--- src/rtl/toggle_debouncer.sv ---
// Push-button debouncer: two-flop synchronizer, then a four-state qualification
// FSM that emits one registered toggle strobe per accepted press.
module toggle_debouncer #(
  parameter int STABLE_CYCLES = 4,
  parameter int CNT_W         = 16
) (
  input  logic clk,
  input  logic reset,
  input  logic btn_in,
  input  logic enable,
  output logic T,
  output logic level,
  output logic busy
);

  typedef enum logic [1:0] {
    IDLE      = 2'd0,
    CHK_PRESS = 2'd1,
    HELD      = 2'd2,
    CHK_REL   = 2'd3
  } state_t;

  localparam logic [CNT_W-1:0] CNT_MAX = CNT_W'(STABLE_CYCLES);
  localparam logic [CNT_W-1:0] CNT_ONE = CNT_W'(1);

  state_t           state_reg, state_next;
  logic [CNT_W-1:0] cnt_reg, cnt_next;
  logic             s1_reg, btn_s_reg;
  logic             t_reg, t_next;
  logic             level_reg, level_next;

  always_ff @(posedge clk) begin
    if (reset) begin
      state_reg <= IDLE;
      cnt_reg   <= '0;
      s1_reg    <= 1'b0;
      btn_s_reg <= 1'b0;
      t_reg     <= 1'b0;
      level_reg <= 1'b0;
    end else begin
      state_reg <= state_next;
      cnt_reg   <= cnt_next;
      s1_reg    <= btn_in;
      btn_s_reg <= s1_reg;
      t_reg     <= t_next;
      level_reg <= level_next;
    end
  end

  // The strobe defaults low, so it can only ever last one cycle.
  always_comb begin
    state_next = state_reg;
    cnt_next   = cnt_reg;
    t_next     = 1'b0;
    level_next = level_reg;
    case (state_reg)
      IDLE: begin
        if (btn_s_reg) begin
          state_next = CHK_PRESS;
          cnt_next   = CNT_ONE;
        end
      end
      CHK_PRESS: begin
        if (!btn_s_reg) begin
          state_next = IDLE;
          cnt_next   = '0;
        end else if (cnt_reg == CNT_MAX) begin
          state_next = HELD;
          level_next = 1'b1;
          t_next     = enable;
          cnt_next   = '0;
        end else begin
          cnt_next = cnt_reg + CNT_ONE;
        end
      end
      HELD: begin
        if (!btn_s_reg) begin
          state_next = CHK_REL;
          cnt_next   = CNT_ONE;
        end
      end
      CHK_REL: begin
        if (btn_s_reg) begin
          state_next = HELD;
          cnt_next   = '0;
        end else if (cnt_reg == CNT_MAX) begin
          state_next = IDLE;
          level_next = 1'b0;
          cnt_next   = '0;
        end else begin
          cnt_next = cnt_reg + CNT_ONE;
        end
      end
      default: begin
        state_next = IDLE;
        cnt_next   = '0;
        level_next = 1'b0;
      end
    endcase
  end

  assign T     = t_reg;
  assign level = level_reg;
  assign busy  = (state_reg == CHK_PRESS) || (state_reg == CHK_REL);

endmodule

--- config.mk ---
export PLATFORM = sky130hd
export DESIGN_NAME = toggle_debouncer
export DESIGN_NICKNAME = d
export VERILOG_FILES = /design/src/rtl/toggle_debouncer.sv
export SDC_FILE = /design/constraint.sdc
export NUM_CORES = 1
export LEC_CHECK = 0
export CORE_MARGIN = 4
export CORE_UTILIZATION = 55
export CTS_CLUSTER_SIZE = 10
export DETAILED_ROUTE_END_ITERATION = 10
export PLACE_DENSITY = 0.81
export SLEW_MARGIN = 20
export SYNTH_ARGS = -nofsm -noshare
export SYNTH_HDL_FRONTEND = slang
export SYNTH_SLANG_ARGS = --single-unit
--- constraint.sdc ---
create_clock -name clk -period 2.8 [get_ports clk]
set_input_delay 0.56 -clock clk [delete_from_list [all_inputs] [get_ports clk]]
set_output_delay 0.56 -clock clk [all_outputs]
set_load 0.005 [all_outputs]
==> results.yml <==
route:
  drc_errors: 0
  top_layer_used: "met4"
  drtIter0Drc: 85
  wl_met2_mm: 1.26
  wl_met1_mm: 1.18
  wl_per_cell_um: 15.3
  routed_wl_mm: 2.65
  dr.pass1.iters: 4
  vias: 1149
  vias_per_cell: 6.64
  antenna_left: 0
  dr_wl_met3_um: 179
clocking:
  htree_levels: 1
  cts_buffers: 3
  post_cts_resized: 0
  ctsHoldBuffers: 0
  cts_setup_buffers: 0
  cts_sinks: 22
  cts_tree: "done"
  cts-root-buf: "clkbuf_4"
  clock_latency_ns: 0.31
  clk_path_buf_depth: 2
  path_clk_slew_ns: 0.13
sta:
  worst_pin_slew_ns: 0.696
  setup_viol: 0
  skew_ns: 0.00146
  max_freq_mhz: 460
  fin_tns_setup_ns: 0
  rsz0062_at_grt: "no"
  period_minus_slack_ns: 2.17
  relSlewSlack_pct: 53.4
  slew_viol_final: 0
  timing.final.crit_share_pct: 77.6
  hold_viol: 0
finish:
  stdcell_area_sq_um: 1290
  antenna_cells: 0
  largest_register_ffs: 16
  syn_to_final_growth_pct: 7.19
  fillers: 183
  drive_gt1_share_pct: 6.16
  nets: 153
  layout_common_cells: "dfxtp_1 (22), a31oi_1 (16), nand2_1 (11), nand4_1 (8), nand3_1 (8)"
  layout_commonest_cell: "dfxtp_1"
  stdcell_count: 173
worst_hold_path:
  min_from: "s1_reg$_SDFF_PP0_"
  hold_depth: 1
  hp-class: "register to register"
  hold_end: "btn_s_reg$_SDFF_PP0_"
global_routing:
  antenna_found_initial: 0
  grt_pass1_wl_mm: 4.55
  first_global_vias: 1022
  gr-total-overflow: 0
  grt_start_max_net_pins: 22
  grt_usage_pct: 20.9
critical_path:
  ff2ff_path_depth: 7
  required_ns: 2.99
  crit_fanout: 18
  cp_data_arrival_time_ns: 2.37
  end_kind: "register"
  critPathKind: "register to register"
  cp-start-kind: "register"
  r2r_slack_ns: 0.63
  r2r_end: "cnt_reg[13]$_SDFFE_PP0P_"
  rr_startpoint: "cnt_reg[0]$_SDFFE_PP0P_"
floorplanning:
  rows: 16
  die_x_um: 54.7
  floorplan.die_area_sq_um: 3000
  coreArea_sq_um: 2020
  die_y_um: 54.7
  ios: 7
  floorplan.initialDensity_pct: 59.4
power:
  ir_worst_vdd_mv: 0.359
  p_clk_share_pct: 34.0
  p_sw_share_pct: 22.7
  p_leak_nw: 0.383
  power_switching_w: 0.000120
  power_frac_seq_pct: 60.5
  power_density_nw_per_um2: 410
  internal-power_w: 0.000408
  combPwrFrac_pct: 5.5
yosys:
  ys_seq_area_share_pct: 36.7
  syn_inst: 145
  ys_ff_latch: 22
  syn_area_per_cell_sq_um: 8.28
  yosysWarnings: 0
  syn_nets: 151
  synth_cell_types: 39
  synth_area_sq_um: 1200
placement:
  port-buffer-count: 6
  hpwl_mm: 1.94
  routabilityCongestion: 0.935
  placed_cells: 169
  placed_area_sq_um: 1250
outcome:
  status: "finished clean"
flow_run:
  maxCapViolations: 0
[worst max-delay path by stage]
stage | start | endpoint | slack (ns)
2_1_floorplan | cnt_reg[0]$_SDFFE_PP0P_ | cnt_reg[10]$_SDFFE_PP0P_ | 1.26
3_3_place_gp | cnt_reg[0]$_SDFFE_PP0P_ | cnt_reg[10]$_SDFFE_PP0P_ | 0.73
3_5_place_dp | cnt_reg[0]$_SDFFE_PP0P_ | cnt_reg[10]$_SDFFE_PP0P_ | 0.68
4_1_cts | cnt_reg[0]$_SDFFE_PP0P_ | cnt_reg[10]$_SDFFE_PP0P_ | 0.66
5_1_grt | cnt_reg[11]$_SDFFE_PP0P_ | cnt_reg[8]$_SDFFE_PP0P_ | 0.45
6_report | cnt_reg[0]$_SDFFE_PP0P_ | cnt_reg[13]$_SDFFE_PP0P_ | 0.63
[logic make-up after synthesis]
logic type      Yosys count  share of synthesized area, %
xor+xnor                  3                          2.19
fa+ha+maj                 2                          2.08
simple gates             62                          30.4
buf+inv                  18                          7.39
flops                    22                          36.7
mux                       1                         0.833
compound gates           37                          20.4
[through the flow]
step           worst slack, ns  hold WS (ns)  power [W]  utilization [%]
2_1_floorplan             1.26         0.414   0.000345                -
3_3_place_gp             0.735         0.421   0.000355             61.9
3_5_place_dp             0.682         0.426   0.000355             61.9
4_1_cts                  0.664         0.456   0.000528             63.7
5_1_grt                  0.450         0.478   0.000545             63.7
6_report                 0.627         0.451   0.000528             63.7
[cells in the mapped netlist]
cell / n / area share (%)
nor3_2: 1 / 0.83
clkbuf_2: 1 / 0.42
nor2b_1: 2 / 1.0
o41ai_1: 1 / 0.73
nand4_1: 8 / 4.2
clkbuf_1: 4 / 1.2
a211oi_1: 2 / 1.2
o211ai_1: 1 / 0.63
inv_1: 6 / 1.9
nor4_2: 1 / 1.0
xor2_1: 1 / 0.73
and3_1: 3 / 1.6
nand3_1: 8 / 3.3
nand2_1: 11 / 3.4
and4_1: 2 / 1.5
a31oi_1: 16 / 8.3
nand2b_1: 1 / 0.52
xnor2_1: 2 / 1.5
a21oi_1: 4 / 1.7
o21ai_0: 4 / 1.7
nor3_1: 5 / 2.1
o22ai_1: 2 / 1.0
nand3b_1: 4 / 2.5
mux2i_1: 1 / 0.83
buf_2: 4 / 1.7
or4bb_1: 1 / 0.94
buf_4: 2 / 1.2
o31a_1: 2 / 1.5
and2_1: 1 / 0.52
or4_1: 2 / 1.2
a41oi_1: 3 / 2.2
ha_1: 2 / 2.1
and4bb_1: 1 / 1.0
a32oi_1: 2 / 1.5
nor2_1: 5 / 1.6
or3_1: 3 / 1.6
dfxtp_1: 22 / 37
buf_6: 1 / 0.94
nor4_1: 3 / 1.6
[per-layer routing]
layer  GRT usage, %  vias up
met1           27.6      529
li1               -      561
met3           3.54        4
met4           8.71        0
met2           33.1       55
met5              0        -
[worst max-delay path, cell delays in order, from the launching register on]
cell and delay (ns):
dfxtp_1 0.36, inv_1 0.10, ha_1 0.14, and4bb_1 0.19, nand4_1 0.56, buf_4 0.42, a31oi_1 0.17, o22ai_1 0.11
[cell type report]
class	instances	area, sq um	share of cell area, %
tap	27	33.8	2.62
multi-input combinational	105	672	52.2
clock buffer	4	36.3	2.82
timing repair buffer	9	82.6	6.41
inverter	6	22.5	1.75
sequential	22	440	34.2
[power groups by stage]
stage / Sequential, W / Combinational (W) / Clock (W)
after floorplan: 0.000325 / 0.0000193 / 0
after global placement: 0.000326 / 0.0000285 / 0
after detailed placement: 0.000326 / 0.0000291 / 0
after CTS: 0.000319 / 0.0000292 / 0.000180
after global routing: 0.000320 / 0.0000330 / 0.000192
final: 0.000319 / 0.0000291 / 0.000179
No activity file was read; power rests on OpenSTA's default activity.
